**src/rtl/mips16_pkg.sv**
```systemverilog
`timescale 1ns/1ps
`default_nettype none
// ============================================================================
// mips16_pkg : shared encodings for the MIPS16 multi-cycle controller
// Revision   : 1.0
// ============================================================================
package mips16_pkg;

   typedef enum logic [3:0] {
      S_FETCH  = 4'd0,
      S_DECODE = 4'd1,
      S_MEMADR = 4'd2,
      S_MEMRD  = 4'd3,
      S_MEMWB  = 4'd4,
      S_MEMWR  = 4'd5,
      S_EXEC   = 4'd6,
      S_RWB    = 4'd7,
      S_IEXEC  = 4'd8,
      S_IWB    = 4'd9,
      S_BRANCH = 4'd10,
      S_JUMP   = 4'd11,
      S_HALT   = 4'd12
   } state_t;

   localparam logic [3:0] c_op_rtype = 4'b0000;
   localparam logic [3:0] c_op_lw    = 4'b0001;
   localparam logic [3:0] c_op_sw    = 4'b0010;
   localparam logic [3:0] c_op_beq   = 4'b0011;
   localparam logic [3:0] c_op_addi  = 4'b0100;
   localparam logic [3:0] c_op_slti  = 4'b0101;
   localparam logic [3:0] c_op_j     = 4'b0110;
   localparam logic [3:0] c_op_halt  = 4'b0111;

   localparam logic [1:0] c_aluop_funct = 2'b00;
   localparam logic [1:0] c_aluop_sub   = 2'b01;
   localparam logic [1:0] c_aluop_opc   = 2'b10;
   localparam logic [1:0] c_aluop_add   = 2'b11;

   localparam logic [1:0] c_srcb_regb = 2'b00;
   localparam logic [1:0] c_srcb_one  = 2'b01;
   localparam logic [1:0] c_srcb_imm  = 2'b10;
   localparam logic [1:0] c_srcb_boff = 2'b11;

   localparam logic [1:0] c_pcsrc_alu    = 2'b00;
   localparam logic [1:0] c_pcsrc_aluout = 2'b01;
   localparam logic [1:0] c_pcsrc_jump   = 2'b10;

   typedef struct packed {
      logic       pc_write;
      logic       pc_write_cond;
      logic       iord;
      logic       mem_read;
      logic       mem_write;
      logic       ir_write;
      logic       mem_to_reg;
      logic       reg_dst;
      logic       reg_write;
      logic       alu_src_a;
      logic [1:0] alu_src_b;
      logic [1:0] pc_source;
      logic [1:0] alu_op;
      logic       halted;
   } ctrl_t;

   localparam ctrl_t c_ctrl_idle = '0;

   function automatic logic is_illegal(input logic [3:0] op);
      return op[3];
   endfunction

endpackage
`default_nettype wire

```
**src/rtl/mips16_mc_outdec.sv**
```systemverilog
`timescale 1ns/1ps
`default_nettype none
// ============================================================================
// mips16_mc_outdec : Moore output decode of the multi-cycle controller
// Revision         : 1.0
// ============================================================================
module mips16_mc_outdec
   import mips16_pkg::*;
(
   input  state_t     state,
   input  logic [3:0] op,
   input  logic       mem_ready,
   output ctrl_t      ctrl
);

   always_comb begin
      ctrl = c_ctrl_idle;
      case (state)
         S_FETCH: begin
            // Only the IR/PC strobes see mem_ready; everything else is pure Moore
            ctrl.mem_read  = 1'b1;
            ctrl.alu_src_b = c_srcb_one;
            ctrl.alu_op    = c_aluop_add;
            ctrl.pc_source = c_pcsrc_alu;
            ctrl.ir_write  = mem_ready;
            ctrl.pc_write  = mem_ready;
         end
         S_DECODE: begin
            ctrl.alu_src_b = c_srcb_boff;
            ctrl.alu_op    = c_aluop_add;
         end
         S_MEMADR: begin
            ctrl.alu_src_a = 1'b1;
            ctrl.alu_src_b = c_srcb_imm;
            ctrl.alu_op    = c_aluop_add;
         end
         S_MEMRD: begin
            ctrl.mem_read = 1'b1;
            ctrl.iord     = 1'b1;
         end
         S_MEMWB: begin
            ctrl.reg_write  = 1'b1;
            ctrl.mem_to_reg = 1'b1;
         end
         S_MEMWR: begin
            ctrl.mem_write = 1'b1;
            ctrl.iord      = 1'b1;
         end
         S_EXEC: begin
            ctrl.alu_src_a = 1'b1;
            ctrl.alu_src_b = c_srcb_regb;
            ctrl.alu_op    = c_aluop_funct;
         end
         S_RWB: begin
            ctrl.reg_write = 1'b1;
            ctrl.reg_dst   = 1'b1;
         end
         S_IEXEC: begin
            ctrl.alu_src_a = 1'b1;
            ctrl.alu_src_b = c_srcb_imm;
            ctrl.alu_op    = (op == c_op_slti) ? c_aluop_opc : c_aluop_add;
         end
         S_IWB: begin
            ctrl.reg_write = 1'b1;
         end
         S_BRANCH: begin
            ctrl.alu_src_a     = 1'b1;
            ctrl.alu_src_b     = c_srcb_regb;
            ctrl.alu_op        = c_aluop_sub;
            ctrl.pc_write_cond = 1'b1;
            ctrl.pc_source     = c_pcsrc_aluout;
         end
         S_JUMP: begin
            ctrl.pc_write  = 1'b1;
            ctrl.pc_source = c_pcsrc_jump;
         end
         S_HALT: begin
            ctrl.halted = 1'b1;
         end
         default: ctrl = c_ctrl_idle;
      endcase
   end

endmodule
`default_nettype wire

```
**src/rtl/mips16_mc_control.sv**
```systemverilog
`timescale 1ns/1ps
`default_nettype none
// ============================================================================
// mips16_mc_control : multi-cycle MIPS16 main control FSM
// Revision          : 1.0
// ============================================================================
module mips16_mc_control
   import mips16_pkg::*;
(
   input  logic       clk,
   input  logic       reset,
   input  logic [3:0] opcode,
   input  logic       mem_ready,
   output logic       pc_write,
   output logic       pc_write_cond,
   output logic       iord,
   output logic       mem_read,
   output logic       mem_write,
   output logic       ir_write,
   output logic       mem_to_reg,
   output logic       reg_dst,
   output logic       reg_write,
   output logic       alu_src_a,
   output logic [1:0] alu_src_b,
   output logic [1:0] pc_source,
   output logic [1:0] alu_op,
   output logic       halted,
   output logic       illegal
);

   state_t     r_state;
   state_t     w_next;
   logic [3:0] r_op;
   logic       r_illegal;
   ctrl_t      w_ctrl;
   ctrl_t      w_ctrl_out;

   always_ff @(posedge clk or posedge reset) begin
      if (reset) begin
         r_state <= S_FETCH;
      end else begin
         r_state <= w_next;
      end
   end

   always_ff @(posedge clk or posedge reset) begin
      if (reset) begin
         r_op      <= c_op_rtype;
         r_illegal <= 1'b0;
      end else if (r_state == S_DECODE) begin
         r_op <= opcode;
         if (is_illegal(opcode)) begin
            r_illegal <= 1'b1;
         end
      end
   end

   always_comb begin
      w_next = r_state;
      case (r_state)
         S_FETCH:  w_next = mem_ready ? S_DECODE : S_FETCH;
         S_DECODE: begin
            case (opcode)
               c_op_rtype:           w_next = S_EXEC;
               c_op_lw, c_op_sw:     w_next = S_MEMADR;
               c_op_beq:             w_next = S_BRANCH;
               c_op_addi, c_op_slti: w_next = S_IEXEC;
               c_op_j:               w_next = S_JUMP;
               c_op_halt:            w_next = S_HALT;
               default:              w_next = S_FETCH;
            endcase
         end
         S_MEMADR: w_next = (r_op == c_op_lw) ? S_MEMRD : S_MEMWR;
         S_MEMRD:  w_next = mem_ready ? S_MEMWB : S_MEMRD;
         S_MEMWB:  w_next = S_FETCH;
         S_MEMWR:  w_next = mem_ready ? S_FETCH : S_MEMWR;
         S_EXEC:   w_next = S_RWB;
         S_RWB:    w_next = S_FETCH;
         S_IEXEC:  w_next = S_IWB;
         S_IWB:    w_next = S_FETCH;
         S_BRANCH: w_next = S_FETCH;
         S_JUMP:   w_next = S_FETCH;
         S_HALT:   w_next = S_HALT;
         default:  w_next = S_FETCH;
      endcase
   end

   mips16_mc_outdec u_outdec (
      .state     (r_state),
      .op        (r_op),
      .mem_ready (mem_ready),
      .ctrl      (w_ctrl)
   );

   // Reset is asynchronous, so FETCH's mem_read must not leak while it is held
   assign w_ctrl_out = reset ? c_ctrl_idle : w_ctrl;

   assign pc_write      = w_ctrl_out.pc_write;
   assign pc_write_cond = w_ctrl_out.pc_write_cond;
   assign iord          = w_ctrl_out.iord;
   assign mem_read      = w_ctrl_out.mem_read;
   assign mem_write     = w_ctrl_out.mem_write;
   assign ir_write      = w_ctrl_out.ir_write;
   assign mem_to_reg    = w_ctrl_out.mem_to_reg;
   assign reg_dst       = w_ctrl_out.reg_dst;
   assign reg_write     = w_ctrl_out.reg_write;
   assign alu_src_a     = w_ctrl_out.alu_src_a;
   assign alu_src_b     = w_ctrl_out.alu_src_b;
   assign pc_source     = w_ctrl_out.pc_source;
   assign alu_op        = w_ctrl_out.alu_op;
   assign halted        = w_ctrl_out.halted;
   assign illegal       = r_illegal;

endmodule
`default_nettype wire

```
**config.mk**
```make
export PLATFORM = sky130hd
export DESIGN_NAME = mips16_mc_control
export DESIGN_NICKNAME = d
export VERILOG_FILES = /design/src/rtl/mips16_pkg.sv /design/src/rtl/mips16_mc_outdec.sv /design/src/rtl/mips16_mc_control.sv
export SDC_FILE = /design/constraint.sdc
export NUM_CORES = 1
export LEC_CHECK = 0
export ABC_AREA = 1
export CAP_MARGIN = 20
export CORE_AREA = 2 2 43 55
export DETAILED_ROUTE_END_ITERATION = 7
export DIE_AREA = 0 0 45 57
export PLACE_DENSITY = 0.71
export SKIP_CTS_REPAIR_TIMING = 1
export SYNTH_ARGS = -nofsm -noshare
export SYNTH_HDL_FRONTEND = slang
export SYNTH_SLANG_ARGS = --single-unit
```
**constraint.sdc**
```tcl
create_clock -name clk -period 3.3 [get_ports clk]
set_input_delay 0.66 -clock clk [delete_from_list [all_inputs] [get_ports clk]]
set_output_delay 0.66 -clock clk [all_outputs]
set_load 0.05 [all_outputs]
```
==> summary.md <==
| Metric | Value |
|---|---|
| Status | `finished clean` |
| Antenna violations before repair | `0` |
| Largest delay share family, worst path | `buffers and inverters` |
| Worst EP arrival | `2300 ps` |
| CTS buffer count | `3` |
| Via density | `4.881` |
| Via count | `781` |
| Max cap viols | `0` |
| EDFF count, synth | `0` |
| Yosys reg bits | `9` |
| Row Count | `19` |
| Slew @ Worst Pin | `just under 500 ps` |
| Core area | `0.002092 mm2` |
| Root buffer cell | `clkbuf_4` |
| Antenna cells | `0` |
| Drt first-iter violations | `16` |
| Area grow syn2layout | `50.46%` |
| CP Data Required Time | `between 2000 and 3000 ps` |
| Port buffer count | `24` |
| Hold_ws | `~480 ps` |
| Mapped Area | `~700 um2` |
| Die H | `approximately 57 um` |
| Max FO, Critical Path | `13` |
| CTS tree | `yes` |
| Unique masters post-synth | `19` |
| Power Density | `between 900 and 1000 mW/mm2` |
| Setup CP Type | `input pin to output port` |
| Sequential Power Share | `21.0%` |
| Unrepaired setup endpoints after global routing | `no` |
| Synth async-reset ratio | `100.0%` |
| Max clock buf depth | `2` |
| Detail Route Antenna Nets | `0` |
| Count of pins over their slew limit | `0` |
| Min Tclk post-route | `roughly 3000 ps` |
| GRT overflow | `0` |
| Setup WS pre-CTS | `330.3 ps` |
| Top-count cell post-synth | `nand2_1` |
| Final nets | `147` |
| Initial Util | `between 30% and 40%` |
| Total negative slack | `0 ps` |
| Worst VDD drop | `0.4303 mV` |
| Critical-path top delay cell | `clkdlybuf4s50_1` |
| TritonRoute pass-1 iters | `6` |
| H-Tree Depth | `1` |
| Slew margin rel. | `66.83%` |
| Internal | `~440 uW` |
| # fillers | `220` |
| Cell count after placement | `156` |
| Yosys warns | `0` |
| Logic pwr share | `a little over 70%` |
| WL final | `around 1.6 mm` |
| GP Congestion | `0.8185` |
| Critical path depth | `3` |
| Worst Hold Class | `register to register` |
| Mapped Avg Cell Area | `approximately 6.2 um2` |
| Syn Nets | `118` |
| Fmax | `around 340 MHz` |
| DP HPWL | `roughly 1.3 mm` |
| Layout cells sized above 1 | `a little under a fifth` |
| Final hold violations | `0` |
| Hold path cells | `1` |
| Cell Count, Final, Fillers Out | `160` |
| # clock sinks | `9` |
| Leading area contributor after synthesis | `dfrtp_1` |
| Worst-path clk slew | `roughly 60 ps` |
| Net switching power | `about 550 uW` |
| FF-to-FF path depth | `5` |
| Gr usage total | `between 10% and 20%` |
| CP bufs+invs | `2` |
| Critical Path Sink Type | `output port` |
| # setup viols final | `0` |
| Sequential-to-total area share from yosys stat | `around 33%` |
| Cell count after synthesis | `111` |
| Post-synth top area share | `between 30% and 40%` |
| Period utilization | `about nine tenths` |
| Crit start category | `input pin` |
| Crit-path max cell delay | `820 ps` |
| DRC errors left | `0` |
| Skew-Pair Late Insertion Delay | `approximately 260 ps` |
| Synth top cells by count | `nand2_1, inv_1, nor2_1` |
| Clock network power share | `between 8 and 9%` |
| Critical path cell sequence | `clkdlybuf4s50_1 > a21oi_1 > clkdlybuf4s50_1` |
| Setup WS post-layout | `roughly 340 ps` |
| Largest net degree at the start of global routing | `14` |
| Top FF cell, synth | `dfrtp_1` |
| Die area | `around 0.0026 mm2` |
| Number of global-route vias before repair | `690` |
| Leak | `0.0005247 uW` |
| Ports | `25` |
| Die W | `between 40 and 50 um` |
| First-pass GRT wire length | `2.739 mm` |
| Post-Route Skew | `a little over 4 ps` |
| Synth area leaders | `dfrtp_1, nand2_1, nand3_1` |
| Sw Ratio | `roughly 56%` |
| DR WL/cell | `just over 10 um` |
| Top cell by count, worst path | `clkdlybuf4s50_1` |
-- final cells by class --
cell class	count	area [um2]	share of cell area, %
Multi-Input combinational cell	80	375.4	36.32
Timing Repair Buffer	26	305.3	29.54
Sequential cell	9	225.2	21.79
Inverter	20	75.07	7.264
Clock buffer	4	26.28	2.542
Tap cell	21	26.28	2.542
-- placed cells by master, fill, tap and decap left out --
| master | n |
|---|---|
| a211oi_1 | 1 |
| nor3_1 | 3 |
| a31oi_1 | 2 |
| dfrtp_1 | 9 |
| clkbuf_1 | 1 |
| o21bai_1 | 1 |
| o22ai_1 | 2 |
| nor2_4 | 2 |
| buf_4 | 6 |
| inv_1 | 15 |
| nand3_1 | 12 |
| nand2_2 | 2 |
| nor2_2 | 3 |
| nor2_1 | 14 |
| buf_12 | 6 |
| clkdlybuf4s50_1 | 14 |
| inv_2 | 4 |
| clkinv_1 | 1 |
| o21ai_0 | 4 |
| a21oi_1 | 5 |
| clkbuf_4 | 3 |
| nand2_1 | 29 |
-- power by group through the flow --
| stage | combinational, uW | sequential (uW) | clock, uW |
|---|---|---|---|
| final | 698 | 208 | 84.8 |
| after global routing | 760 | 216 | 94.9 |
| after CTS | 703 | 208 | 88.8 |
| after detailed placement | 700 | 210 | 0 |
| after global placement | 695 | 208 | 0 |
| after floorplan | 483 | 203 | 0 |
-- stage by stage --
stage / total power (uW) / cell area, um2 / utilization (%)
after floorplan: 685.8 / 686.9 / -
after global placement: 902.6 / 1007 / 48.15
after detailed placement: 910.5 / 1007 / 48.15
after CTS: 1000 / 1033 / 49.40
after global routing: 1071 / 1033 / 49.40
final: 991.0 / 1033 / 49.40
-- per-layer routing --
metal  track usage, %  share of wire (%)  vias to the layer above
li1                 -                  -                      408
met1            18.40                 44                      347
met2            22.04                 48                       22
met3            1.266                5.3                        4
met4            7.563                1.8                        0
met5                0                  0                        -
-- cells by family after synthesis --
logic type	after synthesis	share of synthesized area [%]
compound gates	15	12.39
flops	9	32.79
simple gates	65	42.26
buf+inv	22	12.57
-- sequential cells by signal, summed over array words and instances (netlist names) --
name,count
illegal,1
r_op,4
r_state,4
-- path summary, 6_finish.rpt --
kind / startpoint / end / slack [ps]
setup / recovery: reset / iord / 340
max in group asynchronous: reset / r_op[1] / 1990
setup reg to reg: r_state[3] / r_state[2] / 2100
hold reg to reg: illegal / illegal / 480
min in group asynchronous: reset / illegal / 930
hold / removal: illegal / illegal / 480
No activity file was read; power rests on OpenSTA's default activity.
